--- config.mk ---
export PLATFORM = sky130hd
export DESIGN_NAME = instr_fetch_unit_flat
export DESIGN_NICKNAME = d
export VERILOG_FILES = /design/src/rtl/instr_fetch_unit_if.sv /design/src/rtl/instr_fetch_unit.sv /design/src/flat_wrapper.sv
export SDC_FILE = /design/constraint.sdc
export NUM_CORES = 1
export LEC_CHECK = 0
export CAP_MARGIN = 20
export CORE_UTILIZATION = 52
export DETAILED_ROUTE_END_ITERATION = 6
export GPL_ROUTABILITY_DRIVEN = 0
export HOLD_SLACK_MARGIN = 0.03
export PLACE_DENSITY_LB_ADDON = 0.2
export RECOVER_POWER = 100
export SLEW_MARGIN = 20
export SYNTH_ARGS = -nofsm -noshare
export SYNTH_HDL_FRONTEND = slang
export SYNTH_SLANG_ARGS = --single-unit
--- constraint.sdc ---
create_clock -name clk_i -period 2.5 [get_ports clk_i]
set_input_delay 0.375 -clock clk_i [delete_from_list [all_inputs] [get_ports clk_i]]
set_output_delay 0.375 -clock clk_i [all_outputs]
set_load 0.03 [all_outputs]
--- src/rtl/instr_fetch_unit_if.sv ---
// Fetch unit bus bundle: instruction memory port plus
// the valid/ready instruction stream towards the datapath.
interface instr_fetch_unit_if #(
  parameter int ADDR_WIDTH = 8
);
  logic                  mem_req_o;
  logic [ADDR_WIDTH-1:0] mem_addr_o;
  logic                  mem_gnt_i;
  logic                  mem_rvalid_i;
  logic [31:0]           mem_rdata_i;
  logic                  redirect_i;
  logic [ADDR_WIDTH-1:0] redirect_pc_i;
  logic                  instr_valid_o;
  logic [31:0]           instr_o;
  logic [ADDR_WIDTH-1:0] instr_pc_o;
  logic                  instr_ready_i;
  logic                  protocol_err_o;

  modport master (
    output mem_req_o,
    output mem_addr_o,
    input  mem_gnt_i,
    input  mem_rvalid_i,
    input  mem_rdata_i,
    input  redirect_i,
    input  redirect_pc_i,
    output instr_valid_o,
    output instr_o,
    output instr_pc_o,
    input  instr_ready_i,
    output protocol_err_o
  );

  modport slave (
    input  mem_req_o,
    input  mem_addr_o,
    output mem_gnt_i,
    output mem_rvalid_i,
    output mem_rdata_i,
    output redirect_i,
    output redirect_pc_i,
    input  instr_valid_o,
    input  instr_o,
    input  instr_pc_o,
    output instr_ready_i,
    input  protocol_err_o
  );
endinterface

--- src/rtl/instr_fetch_unit.sv ---
// Pipelined instruction fetch: credit-limited requests,
// in-order prefetch FIFO, redirect with in-flight discard.
module instr_fetch_unit #(
  parameter int                    ADDR_WIDTH = 8,
  parameter int                    DEPTH      = 4,
  parameter logic [ADDR_WIDTH-1:0] RESET_PC   = '0
) (
  input  logic                clk_i,
  input  logic                rst_i,
  instr_fetch_unit_if.master  bus
);

  localparam int PW = (DEPTH > 1) ? $clog2(DEPTH) : 1;
  localparam int CW = PW + 1;

  logic [ADDR_WIDTH-1:0] fetch_pc;
  logic [ADDR_WIDTH-1:0] resp_pc;
  logic [31:0]           data_q [DEPTH];
  logic [ADDR_WIDTH-1:0] pc_q   [DEPTH];
  logic [PW-1:0]         rd_ptr;
  logic [PW-1:0]         wr_ptr;
  logic [CW-1:0]         count;
  logic [CW-1:0]         outstanding;
  logic [CW-1:0]         discard;
  logic                  err;

  logic [CW:0]           inflight;
  logic                  req;
  logic                  issue;
  logic                  resp;
  logic                  drop;
  logic                  push;
  logic                  pop;
  logic [CW-1:0]         out_nxt;

  // Handshake decode: credits, accepted responses,
  // pushes and pops for this cycle.
  always_comb begin
    inflight = {1'b0, count} + {1'b0, outstanding};
    req      = rst_i && !bus.redirect_i
               && (inflight < (CW+1)'(DEPTH));
    issue    = req && bus.mem_gnt_i;
    resp     = bus.mem_rvalid_i
               && ((outstanding != '0) || issue);
    drop     = resp && (discard != '0);
    push     = resp && !drop && !bus.redirect_i;
    pop      = (count != '0) && bus.instr_ready_i
               && !bus.redirect_i;
    out_nxt  = outstanding + CW'(issue) - CW'(resp);
  end

  assign bus.mem_req_o      = req;
  assign bus.mem_addr_o     = fetch_pc;
  assign bus.instr_valid_o  = (count != '0);
  assign bus.instr_o        = data_q[rd_ptr];
  assign bus.instr_pc_o     = pc_q[rd_ptr];
  assign bus.protocol_err_o = err;

  // Request side: fetch PC, outstanding/discard
  // bookkeeping and the sticky protocol error.
  always_ff @(posedge clk_i or negedge rst_i) begin
    if (!rst_i) begin
      fetch_pc    <= RESET_PC;
      outstanding <= '0;
      discard     <= '0;
      err         <= 1'b0;
    end else begin
      outstanding <= out_nxt;
      if (bus.redirect_i) begin
        fetch_pc <= bus.redirect_pc_i;
        // everything still in flight is stale
        discard  <= out_nxt;
      end else begin
        if (issue)
          fetch_pc <= fetch_pc + ADDR_WIDTH'(4);
        if (drop)
          discard <= discard - CW'(1);
      end
      if (bus.mem_rvalid_i && !resp)
        err <= 1'b1;
    end
  end

  // Prefetch FIFO: in-order push of responses with
  // their PC, pop on handshake, flush on redirect.
  always_ff @(posedge clk_i or negedge rst_i) begin
    if (!rst_i) begin
      rd_ptr  <= '0;
      wr_ptr  <= '0;
      count   <= '0;
      resp_pc <= RESET_PC;
      for (int i = 0; i < DEPTH; i++) begin
        data_q[i] <= '0;
        pc_q[i]   <= '0;
      end
    end else if (bus.redirect_i) begin
      rd_ptr  <= '0;
      wr_ptr  <= '0;
      count   <= '0;
      resp_pc <= bus.redirect_pc_i;
    end else begin
      if (push) begin
        data_q[wr_ptr] <= bus.mem_rdata_i;
        pc_q[wr_ptr]   <= resp_pc;
        wr_ptr         <= wr_ptr + PW'(1);
        resp_pc        <= resp_pc + ADDR_WIDTH'(4);
      end
      if (pop)
        rd_ptr <= rd_ptr + PW'(1);
      count <= count + CW'(push) - CW'(pop);
    end
  end

endmodule

--- src/flat_wrapper.sv ---
// flat-port wrapper written by rule: the top's interface ports become plain ports
module instr_fetch_unit_flat 
#(
  parameter int                    ADDR_WIDTH = 8,
  parameter int                    DEPTH      = 4,
  parameter logic [ADDR_WIDTH-1:0] RESET_PC   = '0
)
  (clk_i, rst_i, bus_mem_req_o, bus_mem_addr_o, bus_mem_gnt_i, bus_mem_rvalid_i, bus_mem_rdata_i, bus_redirect_i, bus_redirect_pc_i, bus_instr_valid_o, bus_instr_o, bus_instr_pc_o, bus_instr_ready_i, bus_protocol_err_o);
  instr_fetch_unit_if #(.ADDR_WIDTH(ADDR_WIDTH)) bus_i ();
  input  logic clk_i;
  input  logic rst_i;
  output wire logic [$bits(bus_i.mem_req_o)-1:0] bus_mem_req_o;
  output wire logic [$bits(bus_i.mem_addr_o)-1:0] bus_mem_addr_o;
  input wire logic [$bits(bus_i.mem_gnt_i)-1:0] bus_mem_gnt_i;
  input wire logic [$bits(bus_i.mem_rvalid_i)-1:0] bus_mem_rvalid_i;
  input wire logic [$bits(bus_i.mem_rdata_i)-1:0] bus_mem_rdata_i;
  input wire logic [$bits(bus_i.redirect_i)-1:0] bus_redirect_i;
  input wire logic [$bits(bus_i.redirect_pc_i)-1:0] bus_redirect_pc_i;
  output wire logic [$bits(bus_i.instr_valid_o)-1:0] bus_instr_valid_o;
  output wire logic [$bits(bus_i.instr_o)-1:0] bus_instr_o;
  output wire logic [$bits(bus_i.instr_pc_o)-1:0] bus_instr_pc_o;
  input wire logic [$bits(bus_i.instr_ready_i)-1:0] bus_instr_ready_i;
  output wire logic [$bits(bus_i.protocol_err_o)-1:0] bus_protocol_err_o;
  assign bus_mem_req_o = bus_i.mem_req_o;
  assign bus_mem_addr_o = bus_i.mem_addr_o;
  assign bus_i.mem_gnt_i = bus_mem_gnt_i;
  assign bus_i.mem_rvalid_i = bus_mem_rvalid_i;
  assign bus_i.mem_rdata_i = bus_mem_rdata_i;
  assign bus_i.redirect_i = bus_redirect_i;
  assign bus_i.redirect_pc_i = bus_redirect_pc_i;
  assign bus_instr_valid_o = bus_i.instr_valid_o;
  assign bus_instr_o = bus_i.instr_o;
  assign bus_instr_pc_o = bus_i.instr_pc_o;
  assign bus_i.instr_ready_i = bus_instr_ready_i;
  assign bus_protocol_err_o = bus_i.protocol_err_o;
  instr_fetch_unit #(.ADDR_WIDTH(ADDR_WIDTH), .DEPTH(DEPTH), .RESET_PC(RESET_PC)) u_core (.clk_i(clk_i), .rst_i(rst_i), .bus(bus_i));
endmodule
* Word-level counts from Yosys, hierarchy flattened
Cells that the tools add are included.
** Storage, ports and cells
- Word-level logic and storage cells :: 79
- Input port bits :: 46
- Flip-flop bits (word level) :: 190
** Cells by class
- Reduce and logical (&&, ||, !) cells :: 23
- Bitwise operators :: 3
- Order comparisons :: 4
- Multiplexer cells :: 23
- $add $sub $neg :: 10
** Operator list (number)
- bitwise mux 128 bit :: 1
- 2-to-1 mux 32 bit :: 3
- binary-select mux 32 bit (select 2 bit) :: 1
- demux 32 bit (select 2 bit) :: 1
- 2-to-1 mux 8 bit :: 7
- bitwise mux 32 bit :: 1
- adder 8 x 3 -> 8 bit, second input constant :: 2
- binary-select mux 8 bit (select 2 bit) :: 1
- demux 8 bit (select 2 bit) :: 1
- logical AND 1 bit :: 11
- 2-to-1 mux 3 bit :: 3
- nonzero test 3 bit :: 3
- 2-to-1 mux 2 bit :: 4
- nonzero test 2 bit :: 4
- adder 3 x 1 -> 3 bit :: 2
- greater-or-equal comparator 3 bit, second input constant :: 2
- NOT 2 -> 3 bit :: 2
- subtractor 3 x 1 -> 3 bit :: 2
- adder 2 x 1 -> 2 bit, second input constant :: 2
- adder 3 x 3 -> 4 bit :: 1
- < comparator 4 x 3 -> 1 bit, second input constant :: 1
- logical NOT 1 bit :: 3
- < comparator 3 x 1 -> 1 bit, second input constant :: 1
- subtractor 3 x 1 -> 3 bit, second input constant :: 1
- 3 further kinds :: 3

* Longest topological paths before layout
- Depth in word-level cells :: 13
- Depth in mapped cells :: 12

* Worst setup path before layout
Ideal clock, no wire load.
- Path type :: flip-flop to flip-flop
- From :: reg u_core.outstanding[0]
- To :: reg u_core.discard[2]
- Buffers on the path :: 0
- Required time :: 2.423 ns
- Library setup time :: 0.077 ns
- Clock period less this slack :: 2.534 ns
- Data arrival time :: 2.457 ns
- Slack :: -0.034 ns
- Cell stages (with the launch flop) :: 12
- Cells stage by stage :: dfrtp_1 > or3_4 > a32oi_4 > inv_4 > ha_1 > inv_1 > ha_1 > fa_1 > xnor2_1 > xnor2_1 > nor2_1 > a21oi_1
** On the way
- Word-level cells in the longest chain between the ends :: 8
- Elaborated cells on any way between the ends :: 12
** Ends and longest elaborated chain
- start: declaration :: RTL line instr_fetch_unit.sv:23 : logic [CW-1:0] outstanding;
- start signal: assignment :: RTL line instr_fetch_unit.sv:68 : outstanding <= out_nxt;
- branches (longest 6 deep; another with adder 3 x 3 -> 4 bit)
- subtractor 3 x 1 -> 3 bit (*) :: RTL line instr_fetch_unit.sv:49 : out_nxt = outstanding + CW'(issue) - CW'(resp);
- net u_core.out_nxt[2] :: RTL line instr_fetch_unit.sv:34 : logic [CW-1:0] out_nxt;
- 2-to-1 mux 3 bit (*) :: RTL line instr_fetch_unit.sv:69 : if (bus.redirect_i) begin
- end signal: assignment :: RTL line instr_fetch_unit.sv:72 : discard <= out_nxt;
- end signal: assignment :: RTL line instr_fetch_unit.sv:77 : discard <= discard - CW'(1);
- end: declaration :: RTL line instr_fetch_unit.sv:24 : logic [CW-1:0] discard;
Mark *: on every way through the listed nets, which the timed path passes.
A chain may end at the register's enable or synchronous reset.

* Worst setup path in the final report
- From :: reg u_core.outstanding[2]
- To :: reg u_core.discard[2]
The elaborated chain is that of the path after synthesis.

==> flow_results.org <==
** Drt
- Wire length after detailed routing :: 18.83 mm
- Post-route DRC violation count :: 0
- Antenna-violating nets left :: 0
- Drt via density :: 5.661
- Wirelength per Cell :: 20.42 um
- Before antenna repair, the detailed router went through 4 iterations.
- Total vias in the final route :: 5219
- The detailed router finished its first iteration with between 150 and 200 violations.

** Status
- The run finished, with violations left.
- The checks that failed: negative setup slack.

** Worst setup path
- Crit path launch type :: register
- Launch instance of the worst register-to-register path :: u_core.outstanding[2]
- Crit-path max cell delay :: 0.45 ns
- STA classifies the critical path endpoint as a register.
- Data arrival at the endpoint of the critical path :: 2.87 ns
- Worst setup path startpoint :: u_core.outstanding[2]
- STA puts the critical path data required time at ~2.9 ns.
- The signal on the critical path passes through or3_4 > a32oi_4 > inv_4 > ha_4 > inv_2 > ha_4 > fa_2 > xnor2_2 > xnor2_2 > nor2_1 > a21oi_1.
- Largest fanout on the critical path :: 3
- The largest individual stage delay along the critical path comes from the cell sky130_fd_sc_hd__dfrtp_2.
- By startpoint and endpoint, the worst setup path is classified as register to register.

** Finish
- Commonest cells after routing, fill and taps aside :: sky130_fd_sc_hd__dfrtp_1 (187), sky130_fd_sc_hd__mux2_4 (160), sky130_fd_sc_hd__clkdlybuf4s50_1 (53), sky130_fd_sc_hd__mux4_2 (40), sky130_fd_sc_hd__dlygate4sd2_1 (35)
- Antenna Diode Count :: 0
- Once layout is complete, the utilization of the core stands at between 60% and 70%.
- The library cell used most frequently in the layout, excluding fill and tap cells, is sky130_fd_sc_hd__dfrtp_1.
- Fill cells in the final layout number 1262.
- Relative to the synthesized area, the layout overhead comes to 18.28%.
- The final layout contains between 700 and 800 nets.
- Fraction of layout cells with a size suffix above 1 :: 41.75%

** STA
- The number of max-slew violations in the final report came to 0.
- Hold timing on the final database bottoms out at a slack of 0.4157 ns.
- Actual slew at the worst max-slew pin :: a little over 0.9 ns
- Final worst-path setup slack :: -0.02348 ns
- Slew HR :: 37.82%
- Worst setup skew after layout :: approximately 0.01 ns
- Setup violators final :: 1
- For this run, the top clock speed supported by timing is 0.3963 GHz.
- Final min period :: approximately 2.5 ns
- Final count of hold timing violations :: 0
- Part of the cycle the worst path needs :: 100.9%
- Setup repair after global routing could not meet its margin everywhere.

** Clock tree
- Clock root buffer :: sky130_fd_sc_hd__clkbuf_16
- For the worst-skew pair, the clock arrives at the later sink with an insertion delay of around 0.43 ns.
- Number of buffers on the longest clock path :: 2
- Clock sinks :: 190
- After clock tree synthesis, the flow added hold-fix buffers numbering 0.
- Clock tree synthesis inserted a total of 17 buffers.
- TritonCTS built the clock tree.
- Clk pin slew, worst setup/hold paths :: 0.08 ns
- The H-tree was split into 4 levels.

** Global route
- Largest net degree at the start of global routing :: 75
- Global-route wire length before repair :: 30.36 mm
- The layer flagged by global routing as most heavily used is met2.
- Met2 Usage GRT :: around a third
- Antenna violations before repair :: 0
- Met3 capacity usage during global routing :: 4.963%
- For met1 alone, demand over resource in global routing was between 30% and 40%.
- Number of global-route vias before repair :: ~5600
- Global-route usage over all layers :: 21.64%
- After global routing the overflow that remains totals 0.

** Synth
- Synthesis produced a netlist with a net count of 638.
- Cells after Synth :: roughly 580
- During synthesis, Yosys emitted a total of 0 warnings.
- Dividing the synthesized area by the synthesized cell count gives 16.45 um2.
- The number of different library cells used by synthesis comes to between 40 and 50.
- #FFs+latches synth :: 190
- Of the synthesized area, sequential elements account for 50.18%.
- Synth Cell Area :: 9474 um2

** Floorplan
- Ports :: 97
- The die is 137.0 um tall.
- The die is 137.0 um wide.
- Once the floorplan was initialized, standard cells occupied 54.02% of the core.
- Number of core rows :: 48
- Area of the die :: 18760 um2
- The region available for standard cell placement spans 17540 um2.

** Power and ir drop
- Power density cells :: 960.1 nW/um2
- Leakage power figure :: 0.005105 uW
- IR analysis of the VDD net gives a maximum drop of around 630 uV.

** Run
- Max_cap viols :: 0

** Min path
- The tightest min-delay check is of the input port to asynchronous set/reset pin type.

** Placed design
- Setup WS pre-CTS :: -0.2842 ns
- Detailed-placement wirelength estimate :: 11.92 mm
- In this run the tool buffered the top-level ports with 96 buffer cells.
## worst max-delay path: cells and delay by family (launching register included)
family	cells	cell delay, ns
AND/OR/NAND/NOR	2	0.43
adder cells (fa/ha/maj)	3	0.74
buffers and inverters	2	0.10
flip-flops	1	0.45
XOR/XNOR	2	0.34
AO/OA/AOI/OAI	2	0.38
## report_power, final
part           internal (uW)  switching, uW
registers               3640            394
clock network           1320           1260
logic                   2090           2070
total                   7040           3720
## stage by stage
stage	instances	area, um2	setup TNS, ns	power [uW]
after floorplan	576	9509	-0.03351	6890
after global placement	886	10640	-0.3112	8260
after detailed placement	886	10640	-0.6320	8368
after CTS	921	11180	0	10810
after global routing	922	11210	-0.1310	11300
final	922	11210	-0.02348	10760
## kinds of logic (layout without fill, tap and decap cells)
logic type / Yosys count / count (layout) / share of synthesized area, %
AOI/OAI and AO/OA: 38 / 38 / 2.655
xor gates and xnor gates: 6 / 6 / 0.5548
adders and majority gates: 16 / 16 / 2.272
buffers and inverters: 59 / 180 / 5.467
DFF: 190 / 190 / 50.18
muxes: 201 / 201 / 34.97
and+or+nand+nor: 66 / 66 / 3.896
## sequential cells by signal, indices dropped and copies added (netlist names)
| register | count |
|---|---|
| u_core.wr_ptr | 2 |
| u_core.outstanding | 3 |
| u_core.bus.protocol_err_o | 1 |
| u_core.bus.mem_addr_o | 8 |
| u_core.count | 3 |
| u_core.discard | 3 |
| u_core.data_q | 128 |
| u_core.rd_ptr | 2 |
| u_core.resp_pc | 8 |
| u_core.pc_q | 32 |
## layer usage
layer | routed length [um] | vias to the layer above
li1 | - | 2316
met1 | 8883 | 2801
met2 | 9188 | 93
met3 | 602 | 9
met4 | 154 | 0
met5 | 0 | -
## area by class of cell
class	instances	area, um2	area share, %
clock buffers	18	429.2	3.830
multi-input cells	327	4269	38.10
inverters	20	77.57	0.6923
flip-flops and latches	190	4758	42.46
clock inverters	14	128.9	1.150
repair buffers	128	1261	11.26
well taps	225	281.5	2.512
## repair_timing
action	in CTS	in global routing
hold endpoints to repair	0	0
gates resized for setup	38	4
pin swaps	3	6
buffers inserted	3	1
endpoints found under the setup margin	37	4
## worst paths after layout
kind	to	depth (start not counted)	slack, ns
min in group clk_i	u_core.bus.protocol_err_o	1	0.49
worst min-delay path	u_core.data_q[2]	2	0.42
worst min register to register	u_core.bus.protocol_err_o	1	0.49
worst max register to register	u_core.discard[2]	11	-0.02
worst max-delay path	u_core.discard[2]	11	-0.02
max in group asynchronous	u_core.data_q[56]	3	0.65
## synthesized netlist by cell type (all sizes together)
master  instances  area [um2]
nand2b          1       6.260
and4            4       45.04
or2             1       6.260
nor2           13       48.80
nand2          11       41.29
nand3          14       70.07
clkbuf          8       30.03
nor3            2       10.01
or3             9       61.31
a31oi           6       37.54
xor2            3       26.28
a21oi           7       35.03
mux2          160        2402
and4b           1       10.01
o211ai          1       7.510
buf            31       410.4
o41a            1       11.26
nand4           4       25.02
nor3b           1       12.51
or4             1       7.510
nor2b           2       12.51
fa              2       40.04
inv            19       73.82
mux2i           1       10.01
dfrtp         190        4755
xnor2           3       26.28
a21o            1       7.510
ha             14       175.2
a31o            2       17.52
o21ai          16       80.08
mux4           40       900.9
and2            1       6.260
clkinv          1       3.750
and3            1       6.260
a32o            1       10.01
a32oi           3       45.05
(Power assumes the default switching activity.)
